$ cat src/rtl/pipe_stage_reg_pkg.sv
`default_nettype none
// +----------------------------------------------------------------------------+
// | pipe_pkg : shared widths, state encoding and helpers for pipe_stage_reg     |
// | Revision : 1.0                                                              |
// +----------------------------------------------------------------------------+
package pipe_pkg;

  localparam int MEM_CTRL_W = 13;
  localparam int WB_CTRL_W  = 10;

  localparam logic [1:0] ST_EMPTY = 2'd0;
  localparam logic [1:0] ST_ONE   = 2'd1;
  localparam logic [1:0] ST_FULL  = 2'd2;

  // A bubble is the all-zero control word, which downstream decodes as a NOP.
  localparam int BUBBLE_W_DEFAULT = MEM_CTRL_W + WB_CTRL_W;
  localparam logic [BUBBLE_W_DEFAULT-1:0] BUBBLE_DEFAULT = '0;

  function automatic logic [1:0] occ_count(input logic a, input logic b);
    return {1'b0, a} + {1'b0, b};
  endfunction

endpackage
`default_nettype wire

$ cat src/rtl/pipe_stage_reg_if.sv
`default_nettype none
// +----------------------------------------------------------------------------+
// | pipe_stage_reg_if : valid/ready handshake bundle between pipeline stages    |
// | Revision : 1.0                                                              |
// +----------------------------------------------------------------------------+
interface pipe_stage_reg_if #(
  parameter int MEM_W = pipe_pkg::MEM_CTRL_W,
  parameter int WB_W  = pipe_pkg::WB_CTRL_W
);
  logic             in_valid;
  logic             in_ready;
  logic [MEM_W-1:0] in_mem;
  logic [WB_W-1:0]  in_wb;
  logic             out_valid;
  logic             out_ready;
  logic [MEM_W-1:0] out_mem;
  logic [WB_W-1:0]  out_wb;

  modport master (
    output in_valid, in_mem, in_wb, out_ready,
    input  in_ready, out_valid, out_mem, out_wb
  );

  modport slave (
    input  in_valid, in_mem, in_wb, out_ready,
    output in_ready, out_valid, out_mem, out_wb
  );
endinterface
`default_nettype wire

$ cat src/rtl/pipe_stage_reg_slot.sv
`default_nettype none
// +----------------------------------------------------------------------------+
// | pipe_slot : valid + payload register with load, drop and synchronous clear  |
// | Revision : 1.0                                                              |
// +----------------------------------------------------------------------------+
module pipe_slot #(
  parameter int W = pipe_pkg::BUBBLE_W_DEFAULT
) (
  input  wire logic         clk,
  input  wire logic         rst,
  input  wire logic         i_clr,
  input  wire logic         i_load,
  input  wire logic         i_drop,
  input  wire logic [W-1:0] i_data,
  output logic              o_valid,
  output logic [W-1:0]      o_data
);

  logic         r_valid;
  logic [W-1:0] r_data;

  // Payload is zeroed whenever the slot empties so an idle slot holds a bubble.
  always_ff @(posedge clk) begin
    if (!rst || i_clr) begin
      r_valid <= 1'b0;
      r_data  <= '0;
    end else if (i_load) begin
      r_valid <= 1'b1;
      r_data  <= i_data;
    end else if (i_drop) begin
      r_valid <= 1'b0;
      r_data  <= '0;
    end
  end

  assign o_valid = r_valid;
  assign o_data  = r_data;

endmodule
`default_nettype wire

$ cat src/rtl/pipe_stage_reg.sv
`default_nettype none
// +----------------------------------------------------------------------------+
// | pipe_stage_reg : inter-stage control register, stall/flush, optional skid   |
// | Revision : 1.0                                                              |
// +----------------------------------------------------------------------------+
module pipe_stage_reg
  import pipe_pkg::*;
#(
  parameter int MEM_W   = MEM_CTRL_W,
  parameter int WB_W    = WB_CTRL_W,
  parameter bit SKID_EN = 1'b1
) (
  input  wire logic         clk,
  input  wire logic         rst,
  input  wire logic         i_flush,
  pipe_stage_reg_if.slave   bus,
  output logic [1:0]        o_occupancy
);

  localparam int SLOT_W = MEM_W + WB_W;

  logic [1:0]        r_state;
  logic [1:0]        w_state_nxt;
  logic [SLOT_W-1:0] w_in_data;
  logic [SLOT_W-1:0] w_main_din;
  logic [SLOT_W-1:0] w_main_data;
  logic [SLOT_W-1:0] w_skid_data;
  logic              w_main_valid;
  logic              w_skid_valid;
  logic              w_main_load;
  logic              w_main_drop;
  logic              w_skid_load;
  logic              w_skid_drop;
  logic              w_in_fire;
  logic              w_out_fire;

  assign w_in_data  = {bus.in_mem, bus.in_wb};
  assign w_in_fire  = bus.in_valid & bus.in_ready;
  assign w_out_fire = w_main_valid & bus.out_ready;

  // With the skid slot, in_ready looks only at held state, breaking the out_ready path.
  assign bus.in_ready = SKID_EN ? (rst & ~w_skid_valid)
                                : (rst & (~w_main_valid | bus.out_ready));

  always_ff @(posedge clk) begin
    if (!rst) r_state <= ST_EMPTY;
    else      r_state <= w_state_nxt;
  end

  always_comb begin
    w_state_nxt = r_state;
    if (i_flush) begin
      w_state_nxt = ST_EMPTY;
    end else begin
      case (r_state)
        ST_EMPTY: if (w_in_fire) w_state_nxt = ST_ONE;
        ST_ONE: begin
          if (w_in_fire && !w_out_fire)      w_state_nxt = SKID_EN ? ST_FULL : ST_ONE;
          else if (!w_in_fire && w_out_fire) w_state_nxt = ST_EMPTY;
        end
        ST_FULL:  if (w_out_fire) w_state_nxt = ST_ONE;
        default:  w_state_nxt = ST_EMPTY;
      endcase
    end
  end

  always_comb begin
    w_main_load = 1'b0;
    w_main_drop = 1'b0;
    w_skid_load = 1'b0;
    w_skid_drop = 1'b0;
    w_main_din  = w_in_data;
    if (!i_flush) begin
      case (r_state)
        ST_EMPTY: w_main_load = w_in_fire;
        ST_ONE: begin
          if (w_in_fire && w_out_fire) w_main_load = 1'b1;
          else if (w_in_fire)          w_skid_load = SKID_EN;
          else if (w_out_fire)         w_main_drop = 1'b1;
        end
        ST_FULL: begin
          // Skid entry advances to the head only as the old head leaves: FIFO order.
          if (w_out_fire) begin
            w_main_load = 1'b1;
            w_main_din  = w_skid_data;
            w_skid_drop = 1'b1;
          end
        end
        default: ;
      endcase
    end
  end

  pipe_slot #(.W(SLOT_W)) u_main (
    .clk     (clk),
    .rst     (rst),
    .i_clr   (i_flush),
    .i_load  (w_main_load),
    .i_drop  (w_main_drop),
    .i_data  (w_main_din),
    .o_valid (w_main_valid),
    .o_data  (w_main_data)
  );

  generate
    if (SKID_EN) begin : g_skid
      pipe_slot #(.W(SLOT_W)) u_skid (
        .clk     (clk),
        .rst     (rst),
        .i_clr   (i_flush),
        .i_load  (w_skid_load),
        .i_drop  (w_skid_drop),
        .i_data  (w_in_data),
        .o_valid (w_skid_valid),
        .o_data  (w_skid_data)
      );
    end else begin : g_no_skid
      assign w_skid_valid = 1'b0;
      assign w_skid_data  = '0;
    end
  endgenerate

  assign bus.out_valid = w_main_valid;
  assign bus.out_mem   = w_main_valid ? w_main_data[SLOT_W-1:WB_W] : '0;
  assign bus.out_wb    = w_main_valid ? w_main_data[WB_W-1:0]      : '0;
  assign o_occupancy   = occ_count(w_main_valid, w_skid_valid);

endmodule
`default_nettype wire
$ cat src/flat_wrapper.sv
// flat-port wrapper written by rule: the top's interface ports become plain ports
module pipe_stage_reg_flat import pipe_pkg::*;
#(
  parameter int MEM_W   = MEM_CTRL_W,
  parameter int WB_W    = WB_CTRL_W,
  parameter bit SKID_EN = 1'b1
)
  (clk, rst, i_flush, o_occupancy, bus_in_valid, bus_in_mem, bus_in_wb, bus_out_ready, bus_in_ready, bus_out_valid, bus_out_mem, bus_out_wb);
  pipe_stage_reg_if #(.MEM_W(MEM_W), .WB_W(WB_W)) bus_i ();
  input  wire logic clk;
  input  wire logic rst;
  input  wire logic i_flush;
  output logic [1:0] o_occupancy;
  input wire logic [$bits(bus_i.in_valid)-1:0] bus_in_valid;
  input wire logic [$bits(bus_i.in_mem)-1:0] bus_in_mem;
  input wire logic [$bits(bus_i.in_wb)-1:0] bus_in_wb;
  input wire logic [$bits(bus_i.out_ready)-1:0] bus_out_ready;
  output wire logic [$bits(bus_i.in_ready)-1:0] bus_in_ready;
  output wire logic [$bits(bus_i.out_valid)-1:0] bus_out_valid;
  output wire logic [$bits(bus_i.out_mem)-1:0] bus_out_mem;
  output wire logic [$bits(bus_i.out_wb)-1:0] bus_out_wb;
  assign bus_i.in_valid = bus_in_valid;
  assign bus_i.in_mem = bus_in_mem;
  assign bus_i.in_wb = bus_in_wb;
  assign bus_i.out_ready = bus_out_ready;
  assign bus_in_ready = bus_i.in_ready;
  assign bus_out_valid = bus_i.out_valid;
  assign bus_out_mem = bus_i.out_mem;
  assign bus_out_wb = bus_i.out_wb;
  pipe_stage_reg #(.MEM_W(MEM_W), .WB_W(WB_W), .SKID_EN(SKID_EN)) u_core (.clk(clk), .rst(rst), .i_flush(i_flush), .bus(bus_i), .o_occupancy(o_occupancy));
endmodule
$ cat config.mk
export PLATFORM = sky130hd
export DESIGN_NAME = pipe_stage_reg_flat
export DESIGN_NICKNAME = d
export VERILOG_FILES = /design/src/rtl/pipe_stage_reg_pkg.sv /design/src/rtl/pipe_stage_reg_if.sv /design/src/rtl/pipe_stage_reg_slot.sv /design/src/rtl/pipe_stage_reg.sv /design/src/flat_wrapper.sv
export SDC_FILE = /design/constraint.sdc
export NUM_CORES = 1
export LEC_CHECK = 0
export ABC_CLOCK_PERIOD_IN_PS = 1310
export CELL_PAD_IN_SITES_DETAIL_PLACEMENT = 0
export CELL_PAD_IN_SITES_GLOBAL_PLACEMENT = 1
export CORE_MARGIN = 1
export CORE_UTILIZATION = 34
export DETAILED_ROUTE_END_ITERATION = 10
export PLACE_DENSITY_LB_ADDON = 0.25
export SYNTH_ARGS = -nofsm -noshare
export SYNTH_HDL_FRONTEND = slang
export SYNTH_SLANG_ARGS = --single-unit
$ cat constraint.sdc
create_clock -name clk -period 1.31 [get_ports clk]
set_input_delay 0.1965 -clock clk [delete_from_list [all_inputs] [get_ports clk]]
set_output_delay 0.1965 -clock clk [all_outputs]
set_load 0.005 [all_outputs]
==> flow_summary.yaml <==
power:
  clkPwrFrac_pct: 37.6
  seqPwrFrac_pct: 51.3
  swShare_pct: 24.2
  power_switching_uw: 731
  power_density_nw_per_um2: 796
  irDropWorstVdd_v: 0.000429
  p_comb_share_pct: 11.2
  intPower_uw: 2290
  power.leakage_uw: 0.00162
  total_power_uw: 3020
layout:
  area_delta_synth_final_pct: 61.6
  n_fill_cell: 537
  multiInputGateArea_um2: 1480
  fin_util_pct: 58.4
  design_area_um2: 3800
  fin_cells: 398
  num_antenna_cells: 0
  seqCellArea_um2: 1010
  drive_above_1_share_pct: 47.7
  nNetsFinal: 349
worst_setup_path:
  crit_path_end: "u_core.g_skid.u_skid.o_data[7]$_SDFFE_PP0P_"
  ff2ff_setup_slack_ns: -0.26
  cp_cell_sequence: "buf_12, buf_8, buf_6, nand2_8, buf_6, and3_4, buf_12, nand2_2, a21oi_2"
  max_stage_delay_ns: 0.38
  setup.worst_path.class: "reg -> reg"
  crit_path_end_kind: "register"
  arrival_ns: 1.82
  path_delay_family: "buffers and inverters"
  cp_max_fo: 8
  worstRegToRegCells: 9
  path_buf_inv: 5
  setup.worst_path.start_class: "register"
  cp.required_ns: 1.55
  cp-startpoint: "u_core.u_main.o_valid$_SDFFE_PP0P_"
  r2r_start: "u_core.u_main.o_valid$_SDFFE_PP0P_"
  crit_cells: 9
  slowest_stage: "dfxtp_4"
  worstReg2RegEnd: "u_core.g_skid.u_skid.o_data[7]$_SDFFE_PP0P_"
timing:
  slew_violations: 0
  skew_ns: 0.0102
  setup_tns_ns: -13.52
  setup_ws_ns: -0.264
  slew-limit-headroom_pct: 79.0
  fmax_mhz: 635
  tightest_slew_ns: 0.314
  rsz0062_at_grt: "true"
  hold_viol_final: 0
  setup_viol: 74
  timing.final.crit_share_pct: 120
  layout_min_cycle_time_ns: 1.57
hold_path:
  min_from: "bus_in_mem[2]"
  min_path_type: "in -> reg"
clock_tree:
  clock_sinks: 50
  cts_buffers: 5
  holdBufCountCts: 0
  htreeDepth: 2
  cts_tree: "done"
  clock_latency_ns: 0.31
  clockBufferDepth: 2
  cts_root_buf: "clkbuf_8"
  path_clk_slew_ns: 0.10
floorplan:
  dieHeight_um: 85.1
  io_pins: 55
  core_um2: 6490
  num_rows: 29
  dieArea_um2: 7240
  die_x_um: 85.1
  initial_core_util_pct: 36.2
synthesis:
  synthDistinctLibCells: 34
  syn_avg_cell_area_um2: 9.74
  netlist_top_cells_count: "dfxtp_1, a21oi_1, nand3_1"
  yosysSeqAreaShare_pct: 42.6
  synth_area_leaders: "dfxtp_1, mux2i_1, and2_1"
  syn_area_um2: 2350
  synth_seq_cells: 50
  syn_inst: 241
  synthArstFlopShare_pct: 0
  synth_top_cell_by_area: "dfxtp_1"
  synth.most_common_cell: "dfxtp_1"
  synth_edf_count: 0
  synth_top_area_share_pct: 42.6
  ys.flop_type: "dfxtp_1"
  synth_fp_nets: 270
  ys.warnings.count: 0
place:
  dpl_cell_area_um2: 3090
  dpl.hpwl_um: 3620
  dp.cells: 374
  portBuffers: 54
  finalWeightedCongestion: 0.819
drt:
  first_iter_violations: 120
  ant_nets: 0
  wl_per_cell_um: 16.5
  vias_per_cell: 5.19
  drc_errors: 0
  top_layer_used: "met4"
  met1_length_um: 3220
  met2_length_um: 3030
  dr_wl_met3_um: 273
  firstDrtPassIters: 4
  drt-total-wl_um: 6570
  vias: 2066
run:
  drv_cap: 0
global_route:
  grt_pass1_wl_um: 10200
  grt_pass1_vias: 1954
  global_route.overflow_total: 0
  grt_max_degree: 20
  groute.usage.overall_pct: 18.3
  antenna_found_initial: 0
outcome:
  violations: "setup timing"
  status: "finished with violations"
metal layers:
layer / GRT usage, % / vias up
met1: 25.9 / 996
met3: 3.79 / 4
met4: 4.47 / 0
li1: - / 1012
met5: 0 / -
met2: 28.4 / 54
metrics by stage:
stage / worst slack [ns] / hold WS (ns)
after floorplan: 0.0115 / 0.333
after global placement: -0.352 / 0.438
after detailed placement: -0.359 / 0.441
after CTS: -0.228 / 0.459
after global routing: -0.300 / 0.479
final: -0.264 / 0.458
repair_timing:
action / 4_1_cts / 5_1_grt
pin swaps: 7 / 22
resized for setup: 168 / 57
gates cloned: 6 / 0
endpoints found under the setup margin: 74 / 75
buffers inserted: 10 / 2
registers in the layout (all words and copies together) (netlist names):
register,count
u_core.g_skid.u_skid.o_valid,1
u_core.g_skid.u_skid.o_data,23
u_core.u_main.o_valid,1
u_core.u_main.o_data,23
u_core.r_state,2
worst min path at each step:
stage | endpoint | slack, ns | cells after the start
finish | u_core.g_skid.u_skid.o_data[12]$_SDFFE_PP0P_ | 0.46 | 3
global route | u_core.g_skid.u_skid.o_data[0]$_SDFFE_PP0P_ | 0.48 | 3
CTS | u_core.g_skid.u_skid.o_data[21]$_SDFFE_PP0P_ | 0.46 | 3
detailed placement | u_core.u_main.o_data[11]$_SDFFE_PP0P_ | 0.44 | 1
global placement | u_core.u_main.o_data[19]$_SDFFE_PP0P_ | 0.44 | 1
floorplan | u_core.g_skid.u_skid.o_data[0]$_SDFFE_PP0P_ | 0.33 | 2
worst min-delay path, stage by stage:
cell,delay [ns]
clkdlybuf4s50_1,0.42
nand2_1,0.06
a21oi_1,0.05
cell usage in the layout (no fill, tap or decap), types with 5 or more instances in the layout:
cell	n
o2bb2ai_2	10
clkdlybuf4s50_1	26
nand2_2	6
nand2_1	9
nand3_1	24
and2_1	8
clkbuf_8	5
buf_6	31
nand2_4	8
buf_4	9
buf_12	10
o2bb2ai_1	13
a21oi_1	9
dfxtp_1	47
a21oi_2	16
mux2i_1	23
buf_2	10
and2_4	16
power by group through the flow:
stage	combinational [uW]	clock (uW)	sequential, uW
detailed placement	259	0	1590
finish	338	1140	1550
global route	360	1200	1550
floorplan	112	0	1580
CTS	321	1150	1550
global placement	261	0	1590
logic make-up (layout without fill, tap and decap cells):
logic type	count (synthesis)	after routing	synth area share [%]
compound gates	56	56	18.8
buf+inv	22	102	7.35
fa+ha+maj	1	1	0.533
simple gates	88	88	20.5
mux	24	24	10.2
flops	50	50	42.6
layout make-up:
cell class | instances | share of cell area, %
clock inverter | 3 | 1.15
timing repair buffer | 93 | 28.9
tap | 77 | 2.54
multi-input combinational | 169 | 38.9
inverter | 1 | 0.0989
sequential | 50 | 26.6
clock buffer | 5 | 1.81
Note: power is estimated with default switching activity, not from simulation.
